<file path="src/rtl/trigger_uart_pattern.sv">
// trigger_uart_pattern
// 8N1 UART receiver with a masked multi-byte pattern matcher. trigger_o
// pulses once for every received byte that completes a match against the
// most recent pat_len bytes. A stop bit sampled low is treated as a frame
// error or break: the byte is dropped and the match history is cleared.
module trigger_uart_pattern #(
  parameter int MAX_BYTES = 8,
  parameter int DIV_W     = 16
) (
  input  logic                   clk,
  input  logic                   reset_n,
  input  logic                   enable,
  input  logic [DIV_W-1:0]       baud_div,
  input  logic [8*MAX_BYTES-1:0] pattern,
  input  logic [8*MAX_BYTES-1:0] mask,
  input  logic [4:0]             pat_len,
  input  logic                   rx_i,
  output logic [7:0]             byte_o,
  output logic                   byte_valid_o,
  output logic                   frame_err_o,
  output logic                   trigger_o
);

  localparam int         HIST_W  = 8 * MAX_BYTES;
  localparam logic [4:0] MAX_LEN = 5'(MAX_BYTES);

  typedef enum logic [2:0] {
    ST_IDLE  = 3'd0,
    ST_START = 3'd1,
    ST_DATA  = 3'd2,
    ST_STOP  = 3'd3,
    ST_BREAK = 3'd4
  } rx_state_t;

  // A history byte matches when every bit selected by the mask agrees
  function automatic logic byte_hit(input logic [7:0] h, input logic [7:0] p,
                                    input logic [7:0] m);
    return ((h ^ p) & m) == 8'h00;
  endfunction

  logic              rx_meta_r;
  logic              rxs_r;
  rx_state_t         state_r,   state_nxt_s;
  logic [DIV_W-1:0]  cnt_r,     cnt_nxt_s;
  logic [2:0]        bit_idx_r, bit_idx_nxt_s;
  logic [7:0]        shift_r,   shift_nxt_s;
  logic [HIST_W-1:0] hist_r,    hist_nxt_s;
  logic [4:0]        count_r,   count_nxt_s;
  logic [7:0]        byte_nxt_s;
  logic              valid_nxt_s;
  logic              ferr_nxt_s;
  logic              trig_nxt_s;

  logic [DIV_W-1:0]  baud_eff_s;
  logic [DIV_W-1:0]  bit_load_s;
  logic [DIV_W-1:0]  half_load_s;
  logic              cnt_zero_s;
  logic [4:0]        len_s;
  logic              match_s;

  // Divider below 2 would leave no room for a half-bit start delay
  assign baud_eff_s  = (baud_div < DIV_W'(2)) ? DIV_W'(2) : baud_div;
  assign bit_load_s  = baud_eff_s - DIV_W'(1);
  assign half_load_s = (baud_eff_s >> 1) - DIV_W'(1);
  assign cnt_zero_s  = (cnt_r == DIV_W'(0));
  assign len_s       = (pat_len > MAX_LEN) ? MAX_LEN : pat_len;

  // Two-flop synchronizer for the asynchronous serial line, idles high
  always_ff @(posedge clk or negedge reset_n) begin
    if (!reset_n) begin
      rx_meta_r <= 1'b1;
      rxs_r     <= 1'b1;
    end else begin
      rx_meta_r <= rx_i;
      rxs_r     <= rx_meta_r;
    end
  end

  // Compare the freshly updated history against the masked pattern
  always_comb begin
    match_s = (len_s != 5'd0) && (count_r >= len_s);
    for (int i = 0; i < MAX_BYTES; i++) begin
      match_s = match_s & ((5'(i) >= len_s) |
                           byte_hit(hist_r[8*i +: 8], pattern[8*i +: 8], mask[8*i +: 8]));
    end
  end

  // Receiver next-state, history update and output pulse generation
  always_comb begin
    state_nxt_s   = state_r;
    cnt_nxt_s     = cnt_zero_s ? cnt_r : (cnt_r - DIV_W'(1));
    bit_idx_nxt_s = bit_idx_r;
    shift_nxt_s   = shift_r;
    hist_nxt_s    = hist_r;
    count_nxt_s   = count_r;
    byte_nxt_s    = byte_o;
    valid_nxt_s   = 1'b0;
    ferr_nxt_s    = 1'b0;
    trig_nxt_s    = 1'b0;

    if (!enable) begin
      // Disabled: drop any frame in flight, forget history, quiet outputs
      state_nxt_s = ST_IDLE;
      hist_nxt_s  = {HIST_W{1'b0}};
      count_nxt_s = 5'd0;
      byte_nxt_s  = 8'h00;
    end else begin
      // History was updated on the edge that raised byte_valid_o
      trig_nxt_s = byte_valid_o & match_s;
      case (state_r)
        ST_IDLE: begin
          if (!rxs_r) begin
            state_nxt_s = ST_START;
            cnt_nxt_s   = half_load_s;
          end else begin
            state_nxt_s = ST_IDLE;
          end
        end
        ST_START: begin
          if (cnt_zero_s && rxs_r) begin
            state_nxt_s = ST_IDLE;           // glitch shorter than half a bit
          end else if (cnt_zero_s) begin
            state_nxt_s   = ST_DATA;
            cnt_nxt_s     = bit_load_s;
            bit_idx_nxt_s = 3'd0;
          end else begin
            state_nxt_s = ST_START;
          end
        end
        ST_DATA: begin
          if (cnt_zero_s) begin
            shift_nxt_s   = {rxs_r, shift_r[7:1]};   // LSB arrives first
            cnt_nxt_s     = bit_load_s;
            bit_idx_nxt_s = bit_idx_r + 3'd1;
            state_nxt_s   = (bit_idx_r == 3'd7) ? ST_STOP : ST_DATA;
          end else begin
            state_nxt_s = ST_DATA;
          end
        end
        ST_STOP: begin
          if (cnt_zero_s && rxs_r) begin
            state_nxt_s = ST_IDLE;
            byte_nxt_s  = shift_r;
            valid_nxt_s = 1'b1;
            hist_nxt_s  = hist_r << 4'd8;
            hist_nxt_s[7:0] = shift_r;
            count_nxt_s = (count_r < MAX_LEN) ? (count_r + 5'd1) : count_r;
          end else if (cnt_zero_s) begin
            state_nxt_s = ST_BREAK;
            ferr_nxt_s  = 1'b1;
            hist_nxt_s  = {HIST_W{1'b0}};
            count_nxt_s = 5'd0;
          end else begin
            state_nxt_s = ST_STOP;
          end
        end
        ST_BREAK: begin
          if (rxs_r) begin
            state_nxt_s = ST_IDLE;
          end else begin
            state_nxt_s = ST_BREAK;
          end
        end
        default: begin
          state_nxt_s = ST_IDLE;
        end
      endcase
    end
  end

  // State, datapath and registered outputs
  always_ff @(posedge clk or negedge reset_n) begin
    if (!reset_n) begin
      state_r      <= ST_IDLE;
      cnt_r        <= DIV_W'(0);
      bit_idx_r    <= 3'd0;
      shift_r      <= 8'h00;
      hist_r       <= {HIST_W{1'b0}};
      count_r      <= 5'd0;
      byte_o       <= 8'h00;
      byte_valid_o <= 1'b0;
      frame_err_o  <= 1'b0;
      trigger_o    <= 1'b0;
    end else begin
      state_r      <= state_nxt_s;
      cnt_r        <= cnt_nxt_s;
      bit_idx_r    <= bit_idx_nxt_s;
      shift_r      <= shift_nxt_s;
      hist_r       <= hist_nxt_s;
      count_r      <= count_nxt_s;
      byte_o       <= byte_nxt_s;
      byte_valid_o <= valid_nxt_s;
      frame_err_o  <= ferr_nxt_s;
      trigger_o    <= trig_nxt_s;
    end
  end

endmodule
</file>
<file path="config.mk">
export PLATFORM = sky130hd
export DESIGN_NAME = trigger_uart_pattern
export DESIGN_NICKNAME = d
export VERILOG_FILES = /design/src/rtl/trigger_uart_pattern.sv
export SDC_FILE = /design/constraint.sdc
export NUM_CORES = 1
export LEC_CHECK = 0
export ABC_AREA = 0
export BUFFER_PORTS_ARGS = -buffer_cell sky130_fd_sc_hd__buf_2
export CAP_MARGIN = 0
export CORE_MARGIN = 1
export CORE_UTILIZATION = 55
export CTS_BUF_LIST = sky130_fd_sc_hd__clkbuf_2
export CTS_CLUSTER_DIAMETER = 50
export DETAILED_ROUTE_END_ITERATION = 8
export PLACE_DENSITY = 0.82
export SLEW_MARGIN = 10
export SYNTH_ARGS = -nofsm -noshare
export SYNTH_HDL_FRONTEND = slang
export SYNTH_SLANG_ARGS = --single-unit
export TNS_END_PERCENT = 10
</file>
<file path="constraint.sdc">
create_clock -name clk -period 2.9 [get_ports clk]
set_clock_uncertainty 0.05 [all_clocks]
set_input_delay 0.58 -clock clk [delete_from_list [all_inputs] [get_ports clk]]
set_output_delay 0.58 -clock clk [all_outputs]
set_load 0.01 [all_outputs]
</file>
Word-level counts from Yosys, hierarchy flattened
Cells that the tools add are included.
- add/sub/neg operators: 5
- magnitude comparators: 12
- equality and inequality tests: 12
- mux-type cells: 42
- bitwise logic cells: 33
- reductions and logical operators: 19
- operators by type and width (operator ; number):
    64-bit two-way mux ; 4
    16-bit two-way mux ; 6
    8-bit bitwise AND ; 8
    8-bit zero test ; 8
    8-bit bitwise XOR ; 8
    16-bit one-hot mux with 3 select lines ; 1
    16-bit by 1-bit subtractor with 16-bit output (second input constant) ; 2
    5-bit two-way mux ; 6
    8-bit two-way mux ; 3
    3-bit two-way mux ; 7
    3-bit by 5-bit >= comparator with 1-bit output (first input constant) ; 4
    16-bit zero test ; 1
    16-bit by 2-bit < comparator with 1-bit output (second input constant) ; 1
    15-bit by 1-bit subtractor with 16-bit output (second input constant) ; 1
    3-bit one-hot mux with 5 select lines ; 1
    1-bit two-way mux ; 11
    1-bit by 5-bit >= comparator with 1-bit output (first input constant) ; 2
    2-bit by 5-bit >= comparator with 1-bit output (first input constant) ; 2
    1-bit bitwise AND ; 9
    1-bit OR ; 8
    3-bit by 2-bit == test with 1-bit output (second input constant) ; 2
    3-bit == test (second input constant) ; 2
    2-bit inequality test (second input constant) ; 3
    3-bit one-hot mux with 2 select lines ; 1
    17 further kinds ; 22
- register bits after elaboration: 112
- input port bits: 153
- output and inout bits: 11
- word-level logic and storage cells: 135

Logic depth before layout (Yosys ltp)
- word-level depth: 14
- mapped depth: 11
- depth with buffers taken out: 10

Least setup slack after synthesis
No wires, ideal clock.
- kind: in2reg
- start point: input baud_div[8]
- end point: register cnt_r[13]
- setup time: 138 ps
- data arrival time: 2855 ps
- data required time: 2712 ps
- path slack: -143 ps
- stages on the path: 10
- buffers on the path: 1
- cells stage by stage: clkbuf_1 > nor4_1 > a41oi_1 > ha_1 > nor4b_2 > nand3_1 > or3_1 > nor2_1 > xnor2_1 > o221ai_1
- cells in the longest elaborated chain, start to end: 7
- elaborated cells on any way between the ends: 9
- those cells by class: add/sub (2); order compare (1); mux (6)
- RTL lines (item ; RTL line ; source):
    start, declared ; 13 ; input logic [DIV_W-1:0] baud_div,
    16-bit by 2-bit < comparator with 1-bit output ; 62 ; assign baud_eff_s = (baud_div < DIV_W'(2)) ? DIV_W'(2) : baud_div;
    16-bit two-way mux (*) ; 62 ;
    16-bit by 1-bit subtractor with 16-bit output ; 63 ; assign bit_load_s = baud_eff_s - DIV_W'(1);
    16-bit two-way mux ; 122, 131 ;
    16-bit two-way mux ; 120 ; if (cnt_zero_s && rxs_r) begin
    16-bit one-hot mux with 3 select lines (*) ; 110 ; case (state_r)
    16-bit two-way mux (*) ; 101 ; if (!enable) begin
    net cnt_nxt_s[13] ; 44 ; logic [DIV_W-1:0] cnt_r, cnt_nxt_s;
    end signal, assigned ; 186 ; cnt_r <= cnt_nxt_s;
    end, declared ; 44 ;
Mark *: on every way through the listed nets, which the timed path passes. The rest lies on a longest branch.
A chain may end at the register's enable or synchronous reset.

Worst setup path after layout
- start point: register cnt_r[0]
- end point: register count_r[0]
- cells in the longest elaborated chain, start to end: 5
- elaborated cells on any way between the ends: 8
- those cells by class: eq/ne (2); mux (3); reduce/logical (3)
- RTL lines (item ; RTL line ; source):
    16-bit zero test (*) ; 65 ; assign cnt_zero_s = (cnt_r == DIV_W'(0));
    1-bit logical AND ; 141 ; if (cnt_zero_s && rxs_r) begin
    5-bit two-way mux ; 141 ;
    5-bit two-way mux ; 110 ;
    5-bit two-way mux ; 101 ;
    end signal, assigned ; 190 ; count_r <= count_nxt_s;
    end, declared ; 48 ; logic [4:0] count_r, count_nxt_s;
Every way passes the cells marked *; elsewhere a longest branch is shown, timed or not. The select of a mux whose other input is x is not followed.

==> metrics.txt <==
Yosys top cell area share=0.427; post-layout util=0.682; pwr dens=411 nW/µm²; largest net degree at the start of global routing=96; die area=12,200 µm²; Port Buf Inserts=163; # diodes=0; total CTS buffers=9; Worst path max stage delay=0.50 ns; CP Max Fanout=9; vias in the first global route=5,684; Slew @ Worst Pin=0.622 ns; post_cts resized=0; worst-path cell chain=inv_1 > ha_1 > nand2b_1 > nor3_4 > and3_1 > a21o_1 > o31ai_1 > mux2_2; DR iter-0 viols=430; Distinct cells, synth=63; final instance area=7790 µm²; Hold Crit Class=input port to flip-flop; area growth from synthesis to layout=20.8%; hold_sp=pat_len[2]; H-Tree Level Count=3; Clock Latency Late Sink=0.60 ns; synth top area cells=dfrtp_1, xor2_1, a22o_1; Routed WL=18.1 mm; Mapped Area=6450 µm²; minimum clock period=2.56 ns; EDFF count, synth=0; CP Data Required Time=3.36 ns; ys flop type=dfrtp_1; detailed placement HPWL=14.1 mm; DP Cell Count=957; RSZ-0062 raised after global routing=no; r2r startpoint=cnt_r[0]$_DFF_PN0_; Rows=39; Fmax achieved=390 MHz; Arr. time, crit path=3.03 ns; share of the yosys chip area belonging to registers=0.435; clock sink count=112; CTS tree=done; gr usage total=0.309; dominant delay contributor by cell family on the critical path=simple AND/OR/NAND/NOR gates; Starting Density=0.565; WHS Endpoint=trigger_o$_DFF_PN0_; max_slew headroom=0.581; clock slew at reported path FFs=0.31 ns; Fin Hold WS=0.174 ns; syn_nets=807; Max-cap violations=0; R2R setup slack=0.34 ns; Die Width=110 µm; Syn Inst Count=643; Hold Path Cell Cnt=2; Synth warnings=0; drt via density=6.02; Fin. Hold Viols=0; core footprint=11,400 µm²; synthesized area per cell=10.0 µm²; clk buf depth=2; routed wire length per instance=18.5 µm; most frequent cells after synthesis=dfrtp_1, xor2_1, nand2_1, a22o_1, a22oi_1; Max Slew Vio Count=0; FFs w/ async S/R, synth=1.00; status=complete, no violations; I/O pin count=164; share of cells above drive strength 1=0.291; Setup Viol. Count Final=0; global-route wire length before repair=28.2 mm; gr ovfl total=0; final antenna-violating net count=0; Die Y=110 µm; largest area contributor in the synthesized netlist=dfrtp_1; clk root buf=clkbuf_2; R2R Path End=count_r[0]$_DFFE_PN0P_; Synth Register Bits=112; top-count cell post-synth=dfrtp_1; CP Launch Type=flip-flop; NumNets Final=991; DP Area=7660 µm²; Final TNS setup=0 ns; GPL Wtd Cong=0.927; WS Path Type=flip-flop to flip-flop; total vias in the final route=5,873; final period utilization=0.884; slowest cell on the critical path=dfrtp_1; CP bufs+invs=1; number of iterations in the first detailed-routing pass=4; antenna violations before repair=0; P_leak=3.92 nW; crit end category=flip-flop; Final Instance Count excl. Fillers=975; FF-to-FF path depth=8; # DRC=0; worst IR drop on VDD=0.238 mV
cells by family after synthesis:
| kind of cell | count (synthesis) | share of synthesized area |
|---|---|---|
| xor gates and xnor gates | 95 | 0.129 |
| AOI/OAI and AO/OA | 166 | 0.196 |
| DFF | 112 | 0.435 |
| other | 1 | 0.000582 |
| buffers and inverters | 37 | 0.0243 |
| muxes | 12 | 0.0202 |
| and+or+nand+nor | 208 | 0.172 |
| adders and majority gates | 12 | 0.0229 |
area by class of cell:
type	count	area, µm²
fill	942	3630
sequential	112	2810
tap	143	179
clock inverter	7	65.1
multi-input combinational	494	3520
inverter	7	26.3
clock buffer	9	45.0
timing repair buffer	203	1150
state kept, by name, summed over array words and instances (netlist names):
signal,flops
bit_idx_r,3
byte_o,8
byte_valid_o,1
cnt_r,16
count_r,5
frame_err_o,1
hist_r,64
rx_meta_r,1
rxs_r,1
shift_r,8
state_r,3
trigger_o,1
how the worst max path moves through the flow:
stage | startpoint | to | cells past startpoint
detailed placement | baud_div[11] | cnt_r[14]$_DFF_PN0_ | 10
CTS | cnt_r[0]$_DFF_PN0_ | count_r[0]$_DFFE_PN0P_ | 8
floorplan | baud_div[8] | cnt_r[14]$_DFF_PN0_ | 10
global placement | baud_div[5] | cnt_r[13]$_DFF_PN0_ | 11
finish | cnt_r[0]$_DFF_PN0_ | count_r[0]$_DFFE_PN0P_ | 8
global route | cnt_r[1]$_DFF_PN0_ | byte_o[7]$_DFFE_PN0P_ | 8
worst reg2reg max path, cell delays in order (launching register included):
cell and delay (ns):
dfrtp_1 0.50, inv_1 0.08, ha_1 0.18, nand2b_1 0.23, nor3_4 0.41, and3_1 0.44, a21o_1 0.23, o31ai_1 0.11
mux2_2 0.27
routing by layer:
metal,vias up,wire (µm),track usage,part of all wire
met5,-,0,0,0
met4,0,659,0.130,0.036
met3,47,1240,0.0588,0.069
met2,242,8700,0.528,0.48
met1,2822,7470,0.384,0.41
li1,2762,-,-,-
placed cells by master, fill, tap and decap left out, types with 3 or more instances in the layout:
cell,synthesis,final
buf_2,11,162
dfrtp_1,110,110
xor2_1,78,78
nand2_1,74,74
a22o_1,58,58
buf_4,1,37
a22oi_1,35,35
nor2_1,25,25
nand3_1,25,25
nor3_1,19,19
xnor2_1,17,17
o21ai_0,16,16
nand4_1,12,12
a21oi_1,11,11
ha_1,11,11
nor4_1,9,9
o221ai_1,9,9
clkbuf_2,0,9
nor2b_1,8,8
mux2_2,8,8
inv_1,7,7
a31oi_1,5,5
o22ai_1,5,5
nand2b_1,4,4
mux2i_1,4,4
or3_1,4,4
o31ai_1,4,4
a21o_1,4,4
and3_1,3,3
or4_1,3,3
power by group:
group	internal [mW]	switching (mW)	total [mW]
clock	0.133	0.550	0.683
sequential	1.65	0.108	1.76
combinational	0.356	0.406	0.762
total	2.14	1.06	3.20
metrics by stage:
stage          power, mW  setup slack [ns]
5_1_grt             3.37             0.167
4_1_cts             3.21             0.370
6_report            3.20             0.335
3_5_place_dp        2.52           -0.0790
3_3_place_gp        2.51            0.0474
2_1_floorplan       2.19           0.00169
repair_timing:
action                     CTS  global route
hold buffers                 2             0
setup endpoints to repair    0             0
buffers inserted             0             0
hold endpoints to repair    18             0
(Power assumes the default switching activity.)
